### src/rtl/if_prefetch_stage.sv
// Instruction-fetch stage: req/ack fetch FSM, DEPTH-entry prefetch FIFO and a registered decode output.
// Optional macro FETCH_BYPASS_EN sends an acked word straight to the output register when the FIFO is empty.
module if_prefetch_stage #(
    parameter int             N        = 32,
    parameter int             DEPTH    = 4,
    parameter logic [N-1:0]   RESET_PC = '0
) (
    input  logic                     clk,
    input  logic                     rst,
    input  logic                     freezeIn,
    input  logic                     branchTakenIn,
    input  logic [N-1:0]             branchAddrIn,
    output logic                     imemReqOut,
    output logic [N-1:0]             imemAddrOut,
    input  logic                     imemAckIn,
    input  logic [N-1:0]             imemDataIn,
    output logic                     validOut,
    output logic [N-1:0]             instructionOut,
    output logic [N-1:0]             PCOut,
    output logic [$clog2(DEPTH):0]   fifoCountOut,
    output logic [1:0]               fetch_state
);

    localparam int AW = $clog2(DEPTH);
    localparam logic [AW:0] FULL = (AW+1)'(DEPTH);

    // Handshake: imemReqOut is high in WAIT and DRAIN and imemAddrOut is stable for that
    // whole time; a cycle with imemReqOut=1 and imemAckIn=1 completes the one outstanding request.
    typedef enum logic [1:0] {
        S_IDLE  = 2'd0,
        S_WAIT  = 2'd1,
        S_DRAIN = 2'd2
    } state_t;

    state_t         state, state_nxt;
    logic [N-1:0]   fetch_pc, fetch_pc_nxt;
    logic [N-1:0]   target_q, target_nxt;
    logic [N-1:0]   branch_tgt, pc_plus4;
    logic           accept, bypass, push, pop, fifo_empty;

    logic [N-1:0]   fifo_data [DEPTH];
    logic [N-1:0]   fifo_pc   [DEPTH];
    logic [AW-1:0]  wr_ptr, rd_ptr;
    logic [AW:0]    count;

    logic           unused_addr_lsbs;
    assign unused_addr_lsbs = ^branchAddrIn[1:0];

    assign branch_tgt = {branchAddrIn[N-1:2], 2'b00};
    assign pc_plus4   = fetch_pc + N'(4);
    assign fifo_empty = (count == '0);

    always_comb begin
        state_nxt    = state;
        fetch_pc_nxt = fetch_pc;
        target_nxt   = target_q;
        accept       = 1'b0;
        case (state)
            S_IDLE: begin
                if (branchTakenIn)
                    fetch_pc_nxt = branch_tgt;
                else if (count < FULL)
                    state_nxt = S_WAIT;
            end
            S_WAIT: begin
                if (branchTakenIn) begin
                    if (imemAckIn) begin
                        fetch_pc_nxt = branch_tgt;
                        state_nxt    = S_IDLE;
                    end else begin
                        target_nxt = branch_tgt;
                        state_nxt  = S_DRAIN;
                    end
                end else if (imemAckIn) begin
                    accept       = 1'b1;
                    fetch_pc_nxt = pc_plus4;
                    state_nxt    = S_IDLE;
                end
            end
            S_DRAIN: begin
                // The stale word is dropped; a branch in the same cycle wins over the latched target.
                if (imemAckIn) begin
                    fetch_pc_nxt = branchTakenIn ? branch_tgt : target_q;
                    state_nxt    = S_IDLE;
                end else if (branchTakenIn) begin
                    target_nxt = branch_tgt;
                end
            end
            default: state_nxt = S_IDLE;
        endcase
    end

`ifdef FETCH_BYPASS_EN
    assign bypass = accept && fifo_empty && !freezeIn;
`else
    assign bypass = 1'b0;
`endif

    assign push = accept && !bypass;
    assign pop  = !branchTakenIn && !freezeIn && !fifo_empty;

    always_ff @(posedge clk) begin
        if (rst) begin
            state    <= S_IDLE;
            fetch_pc <= {RESET_PC[N-1:2], 2'b00};
            target_q <= '0;
        end else begin
            state    <= state_nxt;
            fetch_pc <= fetch_pc_nxt;
            target_q <= target_nxt;
        end
    end

    always_ff @(posedge clk) begin
        if (rst || branchTakenIn) begin
            wr_ptr <= '0;
            rd_ptr <= '0;
            count  <= '0;
        end else begin
            if (push) begin
                fifo_data[wr_ptr] <= imemDataIn;
                fifo_pc[wr_ptr]   <= pc_plus4;
                wr_ptr            <= wr_ptr + 1'b1;
            end
            if (pop)
                rd_ptr <= rd_ptr + 1'b1;
            case ({push, pop})
                2'b10:   count <= count + 1'b1;
                2'b01:   count <= count - 1'b1;
                default: count <= count;
            endcase
        end
    end

    // Output register: cleared by branch, held by freeze, otherwise refilled or emptied every cycle.
    always_ff @(posedge clk) begin
        if (rst || branchTakenIn) begin
            validOut       <= 1'b0;
            instructionOut <= '0;
            PCOut          <= '0;
        end else if (!freezeIn) begin
            if (pop) begin
                validOut       <= 1'b1;
                instructionOut <= fifo_data[rd_ptr];
                PCOut          <= fifo_pc[rd_ptr];
            end else if (bypass) begin
                validOut       <= 1'b1;
                instructionOut <= imemDataIn;
                PCOut          <= pc_plus4;
            end else begin
                validOut       <= 1'b0;
                instructionOut <= '0;
                PCOut          <= '0;
            end
        end
    end

    assign imemReqOut   = (state != S_IDLE);
    assign imemAddrOut  = fetch_pc;
    assign fifoCountOut = count;
    assign fetch_state  = state;

endmodule

### config.mk
export PLATFORM = sky130hd
export DESIGN_NAME = if_prefetch_stage
export DESIGN_NICKNAME = d
export VERILOG_FILES = /design/src/rtl/if_prefetch_stage.sv
export SDC_FILE = /design/constraint.sdc
export NUM_CORES = 1
export LEC_CHECK = 0
export CAP_MARGIN = 20
export CORE_AREA = 3 3 239 147
export CTS_BUF_LIST = sky130_fd_sc_hd__clkbuf_8 sky130_fd_sc_hd__clkbuf_16
export CTS_CLUSTER_DIAMETER = 100
export DETAILED_ROUTE_END_ITERATION = 10
export DIE_AREA = 0 0 242 150
export PLACE_DENSITY = 0.79
export SLEW_MARGIN = 30
export SYNTH_ARGS = -nofsm -noshare
export SYNTH_HDL_FRONTEND = slang
export SYNTH_SLANG_ARGS = --single-unit
### constraint.sdc
create_clock -name clk -period 3.9 [get_ports clk]
set_input_delay 0.78 -clock clk [delete_from_list [all_inputs] [get_ports clk]]
set_output_delay 0.78 -clock clk [all_outputs]
set_load 0.02 [all_outputs]
* Yosys cells after proc, flatten, opt, wreduce, memory -nomap -nowiden
Memories as Yosys holds them, arrays and structs flattened. A register that Yosys moved wholly into a read port is not among the register bits.
Index checks and enable logic that the tools add are counted.
** Cells by class
- $lt $le $gt $ge :: 1
- Eq/ne operators :: 12
- Muxes and demuxes :: 31
- Reductions and logical operators :: 15
- $add $sub $neg :: 5
** Operators with widths (number)
- 2-to-1 mux 32 bit :: 11
- one-hot mux 32 bit (3 select lines) :: 1
- one-hot mux 32 bit (2 select lines) :: 1
- adder 32 x 3 -> 32 bit (second input constant) :: 1
- 2-to-1 mux 2 bit :: 9
- inequality test 2 bit (second input constant) :: 8
- AND reduction 4 bit :: 2
- 2-to-1 mux 1 bit :: 7
- one-hot mux 2 bit (3 select lines) :: 1
- one-hot mux 3 bit (2 select lines) :: 1
- nonzero test 2 bit :: 3
- adder 2 x 1 -> 2 bit (second input constant) :: 2
- == test 2 x 1 -> 1 bit (second input constant) :: 2
- == test 2 bit (second input constant) :: 2
- adder 3 x 1 -> 3 bit (second input constant) :: 1
- logical NOT 1 bit :: 3
- logical NOT 3 bit :: 1
- < comparator 3 bit (second input constant) :: 1
- nonzero test 3 bit :: 1
- subtractor 3 x 1 -> 3 bit (second input constant) :: 1
- logical AND 1 bit :: 2
- logical NOT 2 bit :: 1
- AND reduction 2 bit :: 1
- logical OR 1 bit :: 1
** Storage, ports and cells
- Flip-flop bits (word level) :: 138
- Word-level logic and storage cells :: 75
- Output and inout bits :: 103
- Bits in writable memories :: 256
- Memories :: 2
** Memories
- fifo_data :: words 4, bits a word 32, read ports 1, clocked after Yosys merged registers in 1, write ports 1, RTL line 41 : logic [N-1:0] fifo_data [DEPTH];
- fifo_pc :: words 4, bits a word 32, read ports 1, clocked after Yosys merged registers in 1, write ports 1, RTL line 42 : logic [N-1:0] fifo_pc [DEPTH];

* Depth between registers and ports, before layout
Gate-level depths: netlist (run 1).
- Depth after elaboration :: 6
- Gate-level depth with buffers :: 12
- Mapped depth without buffers :: 10

* Worst setup path after synthesis (run 1)
No wires, ideal clock.
- Path kind :: input to register
- Start point :: in branchTakenIn
- End point :: mem fifo_data[0][0], enable pin
- Path slack :: 611 ps
- Library setup time :: 429 ps
- Required time :: 3471 ps
- Cell stages on the path :: 3
- Arrival :: 2860 ps
- Path through :: nand2b_2 -> nor2_1 -> and3_1
** Between the ends
- Word-level cells in the longest chain between the ends :: 5
- Elaborated cells between the ends (all ways) :: 6
- Those cells by class :: mux (5); reduce/logical (1)
** Ends and longest elaborated chain
- from (decl) :: RTL line 11 : input logic branchTakenIn,
- 2-to-1 mux 1 bit :: RTL line 66 : if (branchTakenIn) begin
- 2-to-1 mux 1 bit :: RTL line 58 : case (state)
- 2-to-1 mux 1 bit :: RTL line 120 : if (push) begin
- 2-to-1 mux 1 bit (*) :: RTL line 115 : if (rst || branchTakenIn) begin
- 2-to-1 mux 1 bit (implied by the code) (*) :: RTL line 121 : fifo_data[wr_ptr] <= imemDataIn;
- to (decl) :: RTL line 41
Mark *: on every way between the ends. The rest lies on a longest branch, timed or not.

* Worst setup path in the final report (run 1)
- Start point :: reg state[0] (netlist: fetch_state[0])
- End point :: mem fifo_data[2][10], enable pin
** Between the ends
- Word-level cells in the longest chain between the ends :: 5
** Ends and longest elaborated chain
- from (decl) :: RTL line 35 : state_t state, state_nxt;
- from (signal assigned) :: RTL line 108 : state <= state_nxt;
- == test 2 x 1 -> 1 bit :: RTL line 58
- 2-to-1 mux 1 bit :: RTL line 58
- 2-to-1 mux 1 bit :: RTL line 120
- 2-to-1 mux 1 bit :: RTL line 115
- 2-to-1 mux 1 bit (implied by the code) :: RTL line 121
Every way passes these cells.

==> reports/qor.yml, run 1 <==
setup_path:
  slowest_delay_ns: 0.54
  r2r-start: "fetch_state[0]$_SDFFE_PP0P_"
  rrSetupSlack_ns: 1.06
  cp.buffers_inverters: 1
  start_kind: "flop"
  crit_family: "simple AND/OR/NAND/NOR gates"
  crit_required_ns: 4.07
  slowest_stage: "ha_1"
  reg2reg_to: "fifo_data[2][10]$_DFFE_PP_"
  path_class: "flop to flop"
  cp-end-kind: "flop"
  cp_cell_sequence: "ha_1 > nand2b_2 > nor2_1 > and3_2 > buf_12"
  critPathArrivalTime_ns: 3.02
  rr_worst_depth: 5
  cp_max_fo: 64
grt:
  grt_max_degree: 74
  grt_pass1_wl_mm: 59.44
  grt_pass1_vias: 9939
  grt_usage_pct: 21.17
  antenna_found_initial: 0
  grt-ovfl-total: 0
cts:
  clockRootBuffer: "clkbuf_16"
  post_cts.repair.setup_buffers: 0
  cts_buffers: 38
  cts.repair.resized: 0
  clock_latency_ns: 0.53
  cts_tree: "built"
  clock_path_buffers: 3
  cts_sinks: 396
  hold_buffers: 0
  h-tree-depth: 2
  cts.clk_slew.worst_paths_ns: 0.06
floorplan:
  initial_core_util_pct: 47.70
  rows: 52
  die_h_um: 150
  pin_count: 172
  die-area_mm2: 0.03630
  core_region_area_mm2: 0.03331
  die_w_um: 242
cells_and_area:
  final_cell_mix: "256 x edfxtp_1, 167 x clkdlybuf4s50_1, 138 x dfxtp_1"
  antennaDiodeCount: 0
  area_delta_synth_final_pct: 21.08
  layout_commonest_cell: "edfxtp_1"
  drive_gt1_share_pct: 13.17
  postLayoutCellArea_mm2: 0.01924
  nets: 1357
route:
  routed_wl_mm: 38.65
  first_iter_violations: 1049
  drc: 0
  viasPerCell: 5.807
  drt-pass1-iter-count: 7
  num_vias: 10250
  wl_per_cell_um: 21.90
  antenna_left: 0
power_and_ir_drop:
  irDropWorstVdd_mv: 0.2756
  pwr-share-comb_pct: 6.9
  p_int_uw: 6767
  pwr-share-seq_pct: 52.7
  p_clk_share_pct: 40.3
  total_power_uw: 8730
  switching_power_uw: 1964
  leakagePower_uw: 0.006168
  power_density_mw_per_mm2: 453.8
  p_sw_share_pct: 22.49
timing:
  timing.final.crit_period_ns: 2.843
  clock.fmax_ghz: 0.3517
  final_hold_viol_count: 0
  fin_tns_setup_ns: 0
  skew_ns: 0.02098
  slew_headroom_pct: 38.87
  setup_violations: 0
  worst_pin_slew_ns: 0.9170
  grt_setup_unrepaired: "false"
  period_share_pct: 72.90
  maxSlewViolCount: 0
flow_run:
  cap_violations: 0
placement:
  dpl_cell_area_mm2: 0.01804
  port_buffers: 169
  place_congestion: 0.9149
  place_hpwl_mm: 24.21
yosys:
  async_flop_share_pct: 0
  synth.distinct_cells: 67
  syn_nets: 1207
  ys.flop_type: "edfxtp_1"
  synth_area_mm2: 0.01589
  ys_seq_elements: 396
  yosysWarnings: 0
  ys_seq_area_share_pct: 66.02
  syn_area_per_cell_um2: 14.10
  synth-edff-count: 256
  synth_cells: 1127
min_path:
  hold_class: "flop to flop"
  holdPathEnd: "target_q[27]$_SDFFE_PP0P_"
  hold_start: "target_q[27]$_SDFFE_PP0P_"
  hold_depth: 2
status:
  outcome: "completed"
==> final cells by class <==
class                      count  area, um2
tap                          459      574.3
sequential                   396      10500
inverter                      16      60.06
clock inverter                25      140.1
clock buffer                  44       1056
fill                        2626      14070
multi-input combinational    636       4994
timing repair buffer         189       1919
==> registers in the layout (all words and copies together), names as in the netlist, named ones only <==
| name | count |
|---|---|
| fifo_data | 128 |
| validOut | 1 |
| wr_ptr | 2 |
| fifo_pc | 128 |
| imemAddrOut | 32 |
| fetch_state | 2 |
| PCOut | 32 |
| instructionOut | 32 |
| rd_ptr | 2 |
| fifoCountOut | 3 |
| target_q | 32 |
==> how the worst max path moves through the flow <==
stage	startpoint	end	slack (ns)	cells past startpoint
final	fetch_state[0]$_SDFFE_PP0P_	fifo_data[2][10]$_DFFE_PP_	1.06	5
after detailed placement	branchTakenIn	fifo_data[3][1]$_DFFE_PP_	0.62	5
after global placement	branchTakenIn	imemAddrOut[11]$_SDFFE_PP0P_	0.68	7
after CTS	fetch_state[0]$_SDFFE_PP0P_	fifo_pc[3][2]$_DFFE_PP_	1.09	5
after global routing	fetch_state[0]$_SDFFE_PP0P_	fifo_pc[3][13]$_DFFE_PP_	0.83	5
after floorplan	branchTakenIn	fifo_data[0][0]$_DFFE_PP_	0.61	3
==> Yosys cell counts (3+ instances only) <==
cell	instances	share of area, %
nor4_1	3	0.12
o211ai_1	6	0.28
nor3_1	20	0.63
and2_1	5	0.20
buf_2	11	0.35
o22ai_1	5	0.20
mux4_2	64	9.1
nand2_1	90	2.1
a22o_1	18	0.99
nand2b_1	3	0.12
dfxtp_1	140	18
ha_1	10	0.79
o21ai_0	20	0.63
o21a_1	7	0.33
mux2_2	5	0.35
nand4_1	5	0.20
xnor2_1	19	1.0
nor4_4	3	0.40
a221oi_1	8	0.44
buf_4	4	0.19
nor2_1	114	2.7
and3_1	8	0.31
nor2b_1	3	0.12
a211oi_1	3	0.14
buf_6	3	0.21
a222oi_1	3	0.19
a41oi_1	4	0.22
o221a_2	3	0.21
nand3_1	20	0.63
nand3b_1	5	0.24
xor2_1	14	0.77
a221o_1	16	1.0
a22oi_1	66	3.1
buf_1	5	0.12
edfxtp_1	256	48
a21oi_1	46	1.4
clkbuf_1	53	1.3
or4_1	4	0.19
inv_1	16	0.38
or3_1	4	0.16
==> worst min-delay path, cell delays in order, from the launching register on <==
cell and delay [ns]:
dfxtp_1 0.31, nand2_1 0.05, a21oi_1 0.05
==> cell families after synthesis <==
group,after synthesis,synth area share [%]
adders and majority gates,11,0.9135
and+or+nand+nor,301,9.032
AOI/OAI and AO/OA,221,10.06
xor gates and xnor gates,33,1.819
muxes,70,9.489
DFF,396,66.02
buffers and inverters,95,2.662
==> metrics by stage <==
step	util [%]	worst slack, ns	cells	hold WS, ns
4_1_cts	57.75	1.094	1765	0.4544
3_3_place_gp	54.15	0.6759	1696	0.4406
3_5_place_dp	54.16	0.6241	1696	0.4463
6_report	57.75	1.057	1765	0.4541
2_1_floorplan	-	0.6105	1127	0.4338
5_1_grt	57.75	0.8316	1765	0.4713
==> power groups by stage <==
stage / Sequential, uW / Clock [uW] / Combinational, uW
5_1_grt: 4610 / 3760 / 643
4_1_cts: 4600 / 3600 / 596
3_3_place_gp: 4690 / 0 / 578
6_report: 4600 / 3520 / 605
3_5_place_dp: 4690 / 0 / 594
2_1_floorplan: 4710 / 0 / 277
==> routing by layer <==
layer / vias to the layer above / track usage (%) / wire length [um]
met5: - / 0 / 0
met4: 0 / 3.872 / 508
met3: 53 / 5.480 / 3887
met2: 455 / 32.56 / 17310
met1: 5109 / 30.85 / 16950
li1: 4632 / - / -
Note: power is estimated with default switching activity, not from simulation.
==> run 2: changes to the inputs <==
Clock period 3.9 ns to 3 ns, I/O delays scaled along.
==> run 2 against run 1 <==
Against the previous run: power up 31%; combinational power grew 34%; core utilization is 0.61 points higher; register-to-register slack lost 0.68 ns; final area grew 1.1%; wire length is 2.4% higher; non-clock buffer count is 21 higher; via count grew 0.23%; setup slack lost 0.68 ns; largest cell class unchanged.
==> reports/qor.yml, run 2 (same netlist as run 1, synthesis figures left out) <==
setup_path:
  rrSetupSlack_ns: 0.37
  start_kind: "flop"
  r2r-start: "imemAddrOut[2]$_SDFFE_PP0P_"
  cp-end-kind: "flop"
  cp_cell_sequence: "ha_1 > nand3_2 > or4_1 > nor4_4 > xor2_1"
  path_class: "flop to flop"
  rr_worst_depth: 5
  slowest_delay_ns: 0.75
  cp.buffers_inverters: 0
  reg2reg_to: "fifo_pc[3][26]$_DFFE_PP_"
  slowest_stage: "or4_1"
  cp_max_fo: 7
  crit_required_ns: 3.32
  crit_start: "imemAddrOut[2]$_SDFFE_PP0P_"
  critPathArrivalTime_ns: 2.95
  crit_family: "simple AND/OR/NAND/NOR gates"
cts:
  cts_buffers: 38
  cts_tree: "built"
  clock_path_buffers: 3
  clock_latency_ns: 0.53
  cts.clk_slew.worst_paths_ns: 0.06
  hold_buffers: 0
  clockRootBuffer: "clkbuf_16"
  post_cts.repair.setup_buffers: 0
  h-tree-depth: 2
  cts_sinks: 396
  cts.repair.resized: 0
grt:
  grt_pass1_vias: 9864
  grt_pass1_wl_mm: 60.13
  antenna_found_initial: 0
  grt-ovfl-total: 0
  grt_max_degree: 68
  grt_usage_pct: 21.58
min_path:
  hold_start: "target_q[4]$_SDFFE_PP0P_"
  hold_class: "flop to flop"
  hold_depth: 2
  holdPathEnd: "target_q[4]$_SDFFE_PP0P_"
placement:
  place_congestion: 0.9249
  place_hpwl_mm: 25.27
  dp_slack_ns: 0.2257
  port_buffers: 169
  dpl_cell_area_mm2: 0.01824
timing:
  skew_ns: 0.01551
  maxSlewViolCount: 0
  timing.final.crit_period_ns: 2.628
  final.setup.worst_slack_ns: 0.3719
  fin_tns_setup_ns: 0
  slew_headroom_pct: 34.60
  setup_violations: 0
  worst_pin_slew_ns: 0.9810
  final_hold_viol_count: 0
  period_share_pct: 87.60
  grt_setup_unrepaired: "false"
  clock.fmax_ghz: 0.3805
floorplan:
  pin_count: 172
  core_region_area_mm2: 0.03331
  die_h_um: 150
  die-area_mm2: 0.03630
  die_w_um: 242
  rows: 52
  initial_core_util_pct: 47.70
cells_and_area:
  final_cell_mix: "256 x edfxtp_1, 167 x clkdlybuf4s50_1, 138 x dfxtp_1"
  postLayoutCellArea_mm2: 0.01944
  area_delta_synth_final_pct: 22.36
  nets: 1378
  reg_top3: "fifo_data (128), fifo_pc (128)"
  utilization_pct: 58.36
  antennaDiodeCount: 0
  layout_commonest_cell: "edfxtp_1"
  drive_gt1_share_pct: 14.62
route:
  drt-pass1-iter-count: 5
  num_vias: 10270
  wl_per_cell_um: 22.16
  first_iter_violations: 1200
  routed_wl_mm: 39.57
  antenna_left: 0
  top_layer_used: "met4"
  dr_wl_met3_mm: 3.489
  met2_length_mm: 17.29
  wl_met1_mm: 18.23
  viasPerCell: 5.752
  drc: 0
power_and_ir_drop:
  irDropWorstVdd_mv: 0.5320
  leakagePower_uw: 0.006291
  total_power_uw: 11400
  power_density_mw_per_mm2: 586.6
status:
  outcome: "completed"
flow_run:
  cap_violations: 0
run 2: changes by cell type in the layout (fill, tap and decap cells not counted), sizes merged:
cell / delta
clkinvlp: +1
clkbuf: +2
clkinv: -4
buf: +21
inv: +1
run 2: worst reg2reg max path: cells and delay by family (launching register included):
kind	cells	cell delay, ns
xor gates and xnor gates	1	0.32
adders and majority gates	1	0.24
and+or+nand+nor	3	1.42
DFF	1	0.45
run 2: area by class of cell:
class                      instances  area [um2]
fill                            2616       13870
sequential                       396       10500
multi-input combinational        636        4991
timing repair buffer             210        2115
clock buffer                      46        1072
tap                              459       574.3
clock inverter                    23       135.1
inverter                          16       60.06
run 2: how the worst max path moves through the flow:
stage,to,slack [ns],depth (start not counted)
final,fifo_pc[3][26]$_DFFE_PP_,0.37,5
after global routing,fifo_pc[2][26]$_DFFE_PP_,0.25,5
after global placement,imemAddrOut[29]$_SDFFE_PP0P_,0.23,6
after CTS,fifo_pc[3][26]$_DFFE_PP_,0.40,5
after floorplan,fifoCountOut[2]$_SDFFE_PP0P_,0.33,9
after detailed placement,imemAddrOut[29]$_SDFFE_PP0P_,0.23,6
run 2: report_power, final:
| group | switching [uW] | total, uW | internal, uW |
|---|---|---|---|
| Combinational | 484 | 812 | 328 |
| Clock | 1990 | 4610 | 2620 |
| Sequential | 95.5 | 5980 | 5890 |
| Total | 2570 | 11400 | 8840 |
run 2: per-stage QoR:
stage	hold WS (ns)	std cells
after floorplan	0.4338	1127
after global placement	0.4402	1717
after detailed placement	0.4478	1717
after CTS	0.4562	1786
after global routing	0.4681	1786
final	0.4549	1786
run 2: per-layer routing:
layer,GRT usage [%],up-vias
met4,4.202,0
met3,5.444,46
met1,32.74,5093
li1,-,4675
met2,31.65,459
met5,0,-
